==> src/rtl/line_fill_memory_pkg.sv <==
// Shared constants and FSM encoding for the line-fill main-memory stage.
package mem_pkg;

  localparam int ADDR_W     = 8;
  localparam int DATA_W     = 8;
  localparam int LINE_WORDS = 4;
  localparam int OFF_W      = $clog2(LINE_WORDS);

  typedef enum logic [2:0] {
    IDLE,
    RD_WAIT,
    RD_BURST,
    WR_WAIT,
    ACK_WR
  } state_e;

  function automatic int max_int(input int a, input int b);
    return (a > b) ? a : b;
  endfunction

endpackage

==> src/rtl/line_fill_memory_mem_array.sv <==
// Backing store: synchronous write, asynchronous read, word i powers up holding i.
module mem_array #(
  parameter int ADDR_W = 8,
  parameter int DATA_W = 8
) (
  input  logic              clk,
  input  logic              we,
  input  logic [ADDR_W-1:0] waddr,
  input  logic [DATA_W-1:0] wdata,
  input  logic [ADDR_W-1:0] raddr,
  output logic [DATA_W-1:0] rdata
);

  localparam int DEPTH = 1 << ADDR_W;

  logic [DATA_W-1:0] word_bus [DEPTH];

  // Per-word registers so each one can carry its own power-up value.
  for (genvar gi = 0; gi < DEPTH; gi++) begin : g_word
    logic [DATA_W-1:0] word_q = DATA_W'(gi);

    always_ff @(posedge clk) begin
      if (we && (waddr == ADDR_W'(gi))) begin
        word_q <= wdata;
      end
    end

    assign word_bus[gi] = word_q;
  end

  assign rdata = word_bus[raddr];

endmodule

==> src/rtl/line_fill_memory.sv <==
// Main-memory stage: critical-word-first line fills and write-through stores with fixed latency.
module line_fill_memory #(
  parameter int ADDR_W     = mem_pkg::ADDR_W,
  parameter int DATA_W     = mem_pkg::DATA_W,
  parameter int LINE_WORDS = mem_pkg::LINE_WORDS,
  parameter int RD_LAT     = 3,
  parameter int WR_LAT     = 2
) (
  input  logic                          clk,
  input  logic                          rst,
  input  logic                          mem_req,
  input  logic                          mem_we,
  input  logic [ADDR_W-1:0]             mem_addr,
  input  logic [DATA_W-1:0]             mem_wdata,
  output logic                          mem_busy,
  output logic                          mem_rvalid,
  output logic [DATA_W-1:0]             mem_rdata,
  output logic [$clog2(LINE_WORDS)-1:0] mem_beat,
  output logic                          mem_ack
);
  import mem_pkg::*;

  localparam int BEAT_W = $clog2(LINE_WORDS);
  localparam int CNT_W  = $clog2(max_int(RD_LAT, WR_LAT) + 1);

  state_e              state_q, state_d;
  logic [CNT_W-1:0]    cnt_q, cnt_d;
  logic [BEAT_W-1:0]   off_q, off_d;
  logic [BEAT_W-1:0]   nbeat_q, nbeat_d;
  logic [ADDR_W-1:0]   addr_q, addr_d;
  logic [DATA_W-1:0]   wdata_q, wdata_d;
  logic                busy_q, busy_d;
  logic                rvalid_q, rvalid_d;
  logic [DATA_W-1:0]   rdata_q, rdata_d;
  logic [BEAT_W-1:0]   beat_q, beat_d;
  logic                ack_q, ack_d;

  logic                arr_we;
  logic                emit;
  logic [ADDR_W-1:0]   arr_raddr;
  logic [DATA_W-1:0]   arr_rdata;

  // Offset wraps inside the line, so the upper address bits never change during a burst.
  assign arr_raddr = {addr_q[ADDR_W-1:BEAT_W], off_q};

  mem_array #(
    .ADDR_W (ADDR_W),
    .DATA_W (DATA_W)
  ) u_mem_array (
    .clk   (clk),
    .we    (arr_we),
    .waddr (addr_q),
    .wdata (wdata_q),
    .raddr (arr_raddr),
    .rdata (arr_rdata)
  );

  always_comb begin
    state_d  = state_q;
    cnt_d    = cnt_q;
    off_d    = off_q;
    nbeat_d  = nbeat_q;
    addr_d   = addr_q;
    wdata_d  = wdata_q;
    busy_d   = 1'b0;
    rvalid_d = 1'b0;
    rdata_d  = '0;
    beat_d   = '0;
    ack_d    = 1'b0;
    arr_we   = 1'b0;
    emit     = 1'b0;

    unique case (state_q)
      IDLE: begin
        if (mem_req) begin
          addr_d  = mem_addr;
          wdata_d = mem_wdata;
          off_d   = mem_addr[BEAT_W-1:0];
          cnt_d   = '0;
          nbeat_d = '0;
          busy_d  = 1'b1;
          state_d = mem_we ? WR_WAIT : RD_WAIT;
        end
      end
      RD_WAIT: begin
        busy_d = 1'b1;
        if (cnt_q == CNT_W'(RD_LAT - 1)) begin
          emit    = 1'b1;
          state_d = RD_BURST;
        end else begin
          cnt_d = cnt_q + 1'b1;
        end
      end
      RD_BURST: begin
        // Ack rides on the last beat; once it is showing, the burst is over.
        if (ack_q) begin
          state_d = IDLE;
        end else begin
          busy_d = 1'b1;
          emit   = 1'b1;
        end
      end
      WR_WAIT: begin
        busy_d = 1'b1;
        if (cnt_q == CNT_W'(WR_LAT - 1)) begin
          arr_we  = 1'b1;
          ack_d   = 1'b1;
          state_d = ACK_WR;
        end else begin
          cnt_d = cnt_q + 1'b1;
        end
      end
      ACK_WR: begin
        state_d = IDLE;
      end
      default: begin
        state_d = IDLE;
      end
    endcase

    if (emit) begin
      rvalid_d = 1'b1;
      rdata_d  = arr_rdata;
      beat_d   = off_q;
      off_d    = off_q + 1'b1;
      nbeat_d  = nbeat_q + 1'b1;
      ack_d    = (nbeat_q == BEAT_W'(LINE_WORDS - 1));
    end
  end

  always_ff @(posedge clk or negedge rst) begin
    if (!rst) begin
      state_q  <= IDLE;
      cnt_q    <= '0;
      off_q    <= '0;
      nbeat_q  <= '0;
      addr_q   <= '0;
      wdata_q  <= '0;
      busy_q   <= 1'b0;
      rvalid_q <= 1'b0;
      rdata_q  <= '0;
      beat_q   <= '0;
      ack_q    <= 1'b0;
    end else begin
      state_q  <= state_d;
      cnt_q    <= cnt_d;
      off_q    <= off_d;
      nbeat_q  <= nbeat_d;
      addr_q   <= addr_d;
      wdata_q  <= wdata_d;
      busy_q   <= busy_d;
      rvalid_q <= rvalid_d;
      rdata_q  <= rdata_d;
      beat_q   <= beat_d;
      ack_q    <= ack_d;
    end
  end

  assign mem_busy   = busy_q;
  assign mem_rvalid = rvalid_q;
  assign mem_rdata  = rdata_q;
  assign mem_beat   = beat_q;
  assign mem_ack    = ack_q;

endmodule

==> config.mk <==
export PLATFORM = sky130hd
export DESIGN_NAME = line_fill_memory
export DESIGN_NICKNAME = d
export VERILOG_FILES = /design/src/rtl/line_fill_memory_pkg.sv /design/src/rtl/line_fill_memory_mem_array.sv /design/src/rtl/line_fill_memory.sv
export SDC_FILE = /design/constraint.sdc
export NUM_CORES = 2
export LEC_CHECK = 0
export ABC_AREA = 1
export ABC_CLOCK_PERIOD_IN_PS = 5800
export BUFFER_PORTS_ARGS = -buffer_cell sky130_fd_sc_hd__buf_2
export CORE_ASPECT_RATIO = 1.5
export CORE_UTILIZATION = 45
export CTS_BUF_LIST = sky130_fd_sc_hd__clkbuf_4
export DETAILED_ROUTE_END_ITERATION = 8
export GPL_ROUTABILITY_DRIVEN = 0
export SETUP_SLACK_MARGIN = 0.15
export SLEW_MARGIN = 20
export SYNTH_ARGS = -nofsm -noshare
export SYNTH_HDL_FRONTEND = slang
export SYNTH_HIERARCHICAL = 1
export SYNTH_SLANG_ARGS = --single-unit
==> constraint.sdc <==
create_clock -name clk -period 5.8 [get_ports clk]
set_input_delay 1.45 -clock clk [delete_from_list [all_inputs] [get_ports clk]]
set_output_delay 1.45 -clock clk [all_outputs]
set_load 0.005 [all_outputs]
==> metrics.cfg <==
[status]
outcome=finished clean

[routing]
wirelength_met1_microns=89700
totalWireLength_microns=238000
vias=56593
drtAntennaViolNets=0
drtIter0Drc=5426
dr_wl_met2_microns=117000
wl_met3_microns=17100
dr.pass1.iters=7
top_layer=met4
vias_per_cell=5.60
wl_per_cell_microns=23.5
post-route-drc-count=0

[synthesis]
syn-num-nets=7191
synthSimpleGateAreaFrac=0.231
synth.top_cells.by_area=edfxtp_1 (73%), nand3_1 (12%), nand2_1 (9.7%)
synth_xor_area_frac=0.000103
synth_top_family_by_area=simple AND/OR/NAND/NOR gates
synthAdderAreaFrac=0.000443
ys_ff_latch=2086
synthMuxAreaShare=0
syn_inst=7168
syn_area_per_cell_sq_um=11.8
synth_area_sq_um=84800
synth_top_area_share=0.725
yosysTopAreaCell=edfxtp_1
yosysWarnings=6
yosysSeqAreaShare=0.737
ys_types=26
synth_compound_area_frac=0.000295

[floorplan]
start_util=0.454
die_area_sq_um=190000
num_rows=194
io_pins=33
die_h_microns=534
coreArea_sq_um=187000
die_x_microns=356

[clock_tree]
path_clk_slew_ns=0.07
cts_root_buf=clkbuf_4
cts_hold_buffers=0
cts_htree_levels=5
cts_buffer_depth=4
postCtsSetupBuffers=0
worstSkewPairLatency_ns=1.27
tritoncts=done
cts_made_buffers=463
ctsResizeCount=0
clock-sinks=2086

[final_layout]
nets=7304
syn_to_final_growth_pct=9.37
multi_input_comb_area_sq_um=19700
fill_cells=16506
drive_above_1_share=0.116
ff_latch_area_sq_um=62500

[critical_path]
rrSetupSlack_ns=1.90
required_ns=6.99
critPathKind=flip-flop to flip-flop
critPathMaxFanout=186
crit_path_end_kind=flip-flop
reg2reg_to=mem_rdata[0]
startpoint_type=flip-flop
worstReg2RegStart=off_q[0]
cp.arrival_ns=5.09
r2r_cells=14

[placement]
dp_hpwl_microns=135000
io_buffers=32

[flow_run]
drv_cap=0

[grt]
antenna_found_initial=2
gr-usage-all-layers=0.247
grt_pass1_vias=55554
grt_max_degree=189
overflow=0
grt_pass1_wl_microns=351000

[timing]
worstMarginPinSlew_ns=1.18
fin_worst_skew_ns=0.0816
max-slew-margin-rel=0.214
rsz0062_at_grt=false
max_freq_mhz=256
slew_violations=0
finalCritPeriodShare=0.673
setup_viol=0
hold_ws_ns=0.230
period_needed_ns=3.90
final-hold-violation-count=0
setup_tns_ns=0

[power_and_ir_drop]
powerDensity_nw_per_um2=508
leakage_uw=0.0328
irDropWorstVdd_v=0.000831
power_uw=47100

[hold_path]
holdCritPathClass=primary input to asynchronous set/reset pin

==> state kept, by name (all words and copies together) (netlist names) <==
| signal | cells |
|---|---|
| mem_ack | 1 |
| off_q | 2 |
| nbeat_q | 2 |
| addr_q | 8 |
| mem_rdata | 8 |
| mem_busy | 1 |
| cnt_q | 2 |
| state_q | 3 |
| mem_beat | 2 |
| wdata_q | 8 |
| mem_rvalid | 1 |
| u_mem_array/g_word.word_q | 2048 |
==> how the worst max path moves through the flow <==
| stage | from | to | cells after the start |
|---|---|---|---|
| 6_report | off_q[0] | mem_rdata[0] | 14 |
| 5_1_grt | off_q[0] | mem_rdata[4] | 14 |
| 4_1_cts | off_q[0] | mem_rdata[3] | 14 |
| 3_5_place_dp | off_q[0] | mem_rdata[0] | 14 |
| 3_3_place_gp | addr_q[7] | u_mem_array/g_word[128].word_q[0] | 4 |
| 2_1_floorplan | wdata_q[0] | u_mem_array/g_word[0].word_q[0] | 0 |
==> Yosys cell counts (all sizes together) <==
| cell | number |
|---|---|
| dfrtp | 38 |
| nand4 | 3 |
| nor2 | 302 |
| xor2 | 1 |
| nand3 | 2031 |
| a21oi | 1 |
| inv | 62 |
| buf | 383 |
| o21ai | 4 |
| nand2 | 2187 |
| ha | 3 |
| nor3 | 2 |
| edfxtp | 2048 |
| clkbuf | 103 |
==> layer usage <==
layer / track usage / up-vias
met4: 0.138 / 0
li1: - / 25899
met3: 0.0422 / 522
met2: 0.412 / 2401
met5: 0 / -
met1: 0.303 / 27771
==> worst max-delay path: stages, from the launching register on <==
cell     delay [ns]
dfrtp_4        0.71
inv_16         0.48
buf_4          0.54
nand2_1        0.09
nand3_1        0.14
nand3_1        0.09
nand3_1        0.12
nand3_1        0.14
nand3_1        0.17
nand3_1        0.51
nand2_1        0.23
nand2_1        0.08
nand2_1        0.12
inv_1          0.04
nor2_1         0.10
==> layout make-up <==
| cell class | instances | share of cell area |
|---|---|---|
| Clock buffer | 680 | 0.0551 |
| Sequential cell | 2086 | 0.674 |
| Antenna cell | 7 | 0.000189 |
| Multi-Input combinational cell | 4534 | 0.212 |
| Inverter | 62 | 0.00287 |
| Clock inverter | 157 | 0.00900 |
| Timing Repair Buffer | 134 | 0.0138 |
| Tap cell | 2450 | 0.0331 |
==> cells in the final DEF, fill, tap and decap left out <==
| cell type | n |
|---|---|
| nand2_1 | 2184 |
| edfxtp_1 | 2048 |
| nand3_1 | 2030 |
| clkbuf_4 | 680 |
| nor2_1 | 297 |
| clkinv_1 | 115 |
| buf_4 | 75 |
| inv_1 | 53 |
| buf_2 | 31 |
| buf_12 | 28 |
| dfrtp_1 | 24 |
| clkinv_2 | 21 |
| dfrtp_4 | 12 |
| diode_2 | 7 |
| inv_2 | 7 |
| clkinv_4 | 6 |
| bufinv_16 | 6 |
| inv_6 | 4 |
| nor2_2 | 4 |
| o21ai_0 | 3 |
| ha_1 | 3 |
| clkinvlp_4 | 3 |
| nand2_2 | 2 |
| nand4_1 | 2 |
| dfrtp_2 | 2 |
| inv_8 | 2 |
| nand4_2 | 1 |
| nor2_4 | 1 |
| nand2_4 | 1 |
| nand3_2 | 1 |
| nor3_2 | 1 |
| nor3_1 | 1 |
| o21ai_1 | 1 |
| xor2_1 | 1 |
| a21oi_1 | 1 |
| inv_16 | 1 |
| inv_4 | 1 |
==> through the flow <==
step | cells | instance area [sq um] | utilization | setup slack (ns)
2_1_floorplan | 7168 | 84800 | - | 1.81
3_3_place_gp | 9266 | 86700 | 0.465 | 1.99
3_5_place_dp | 9266 | 86800 | 0.465 | 2.07
4_1_cts | 10103 | 92700 | 0.497 | 2.00
5_1_grt | 10107 | 92700 | 0.497 | 1.70
6_report | 10110 | 92700 | 0.497 | 1.90
==> cells by family (layout without fill, tap and decap cells) <==
family | after synthesis | in the layout
and+or+nand+nor | 4525 | 4525
other | 0 | 7
adders and majority gates | 3 | 3
DFF | 2086 | 2086
AOI/OAI and AO/OA | 5 | 5
xor gates and xnor gates | 1 | 1
buffers and inverters | 548 | 1033
==> power by group <==
part / leakage (uW) / internal, uW / switching (uW)
sequential: 0.0190 / 18700 / 923
clock: 0.00353 / 5660 / 5640
combinational: 0.0102 / 3880 / 12300
total: 0.0328 / 28200 / 18900
Note: power is estimated with default switching activity, not from simulation.
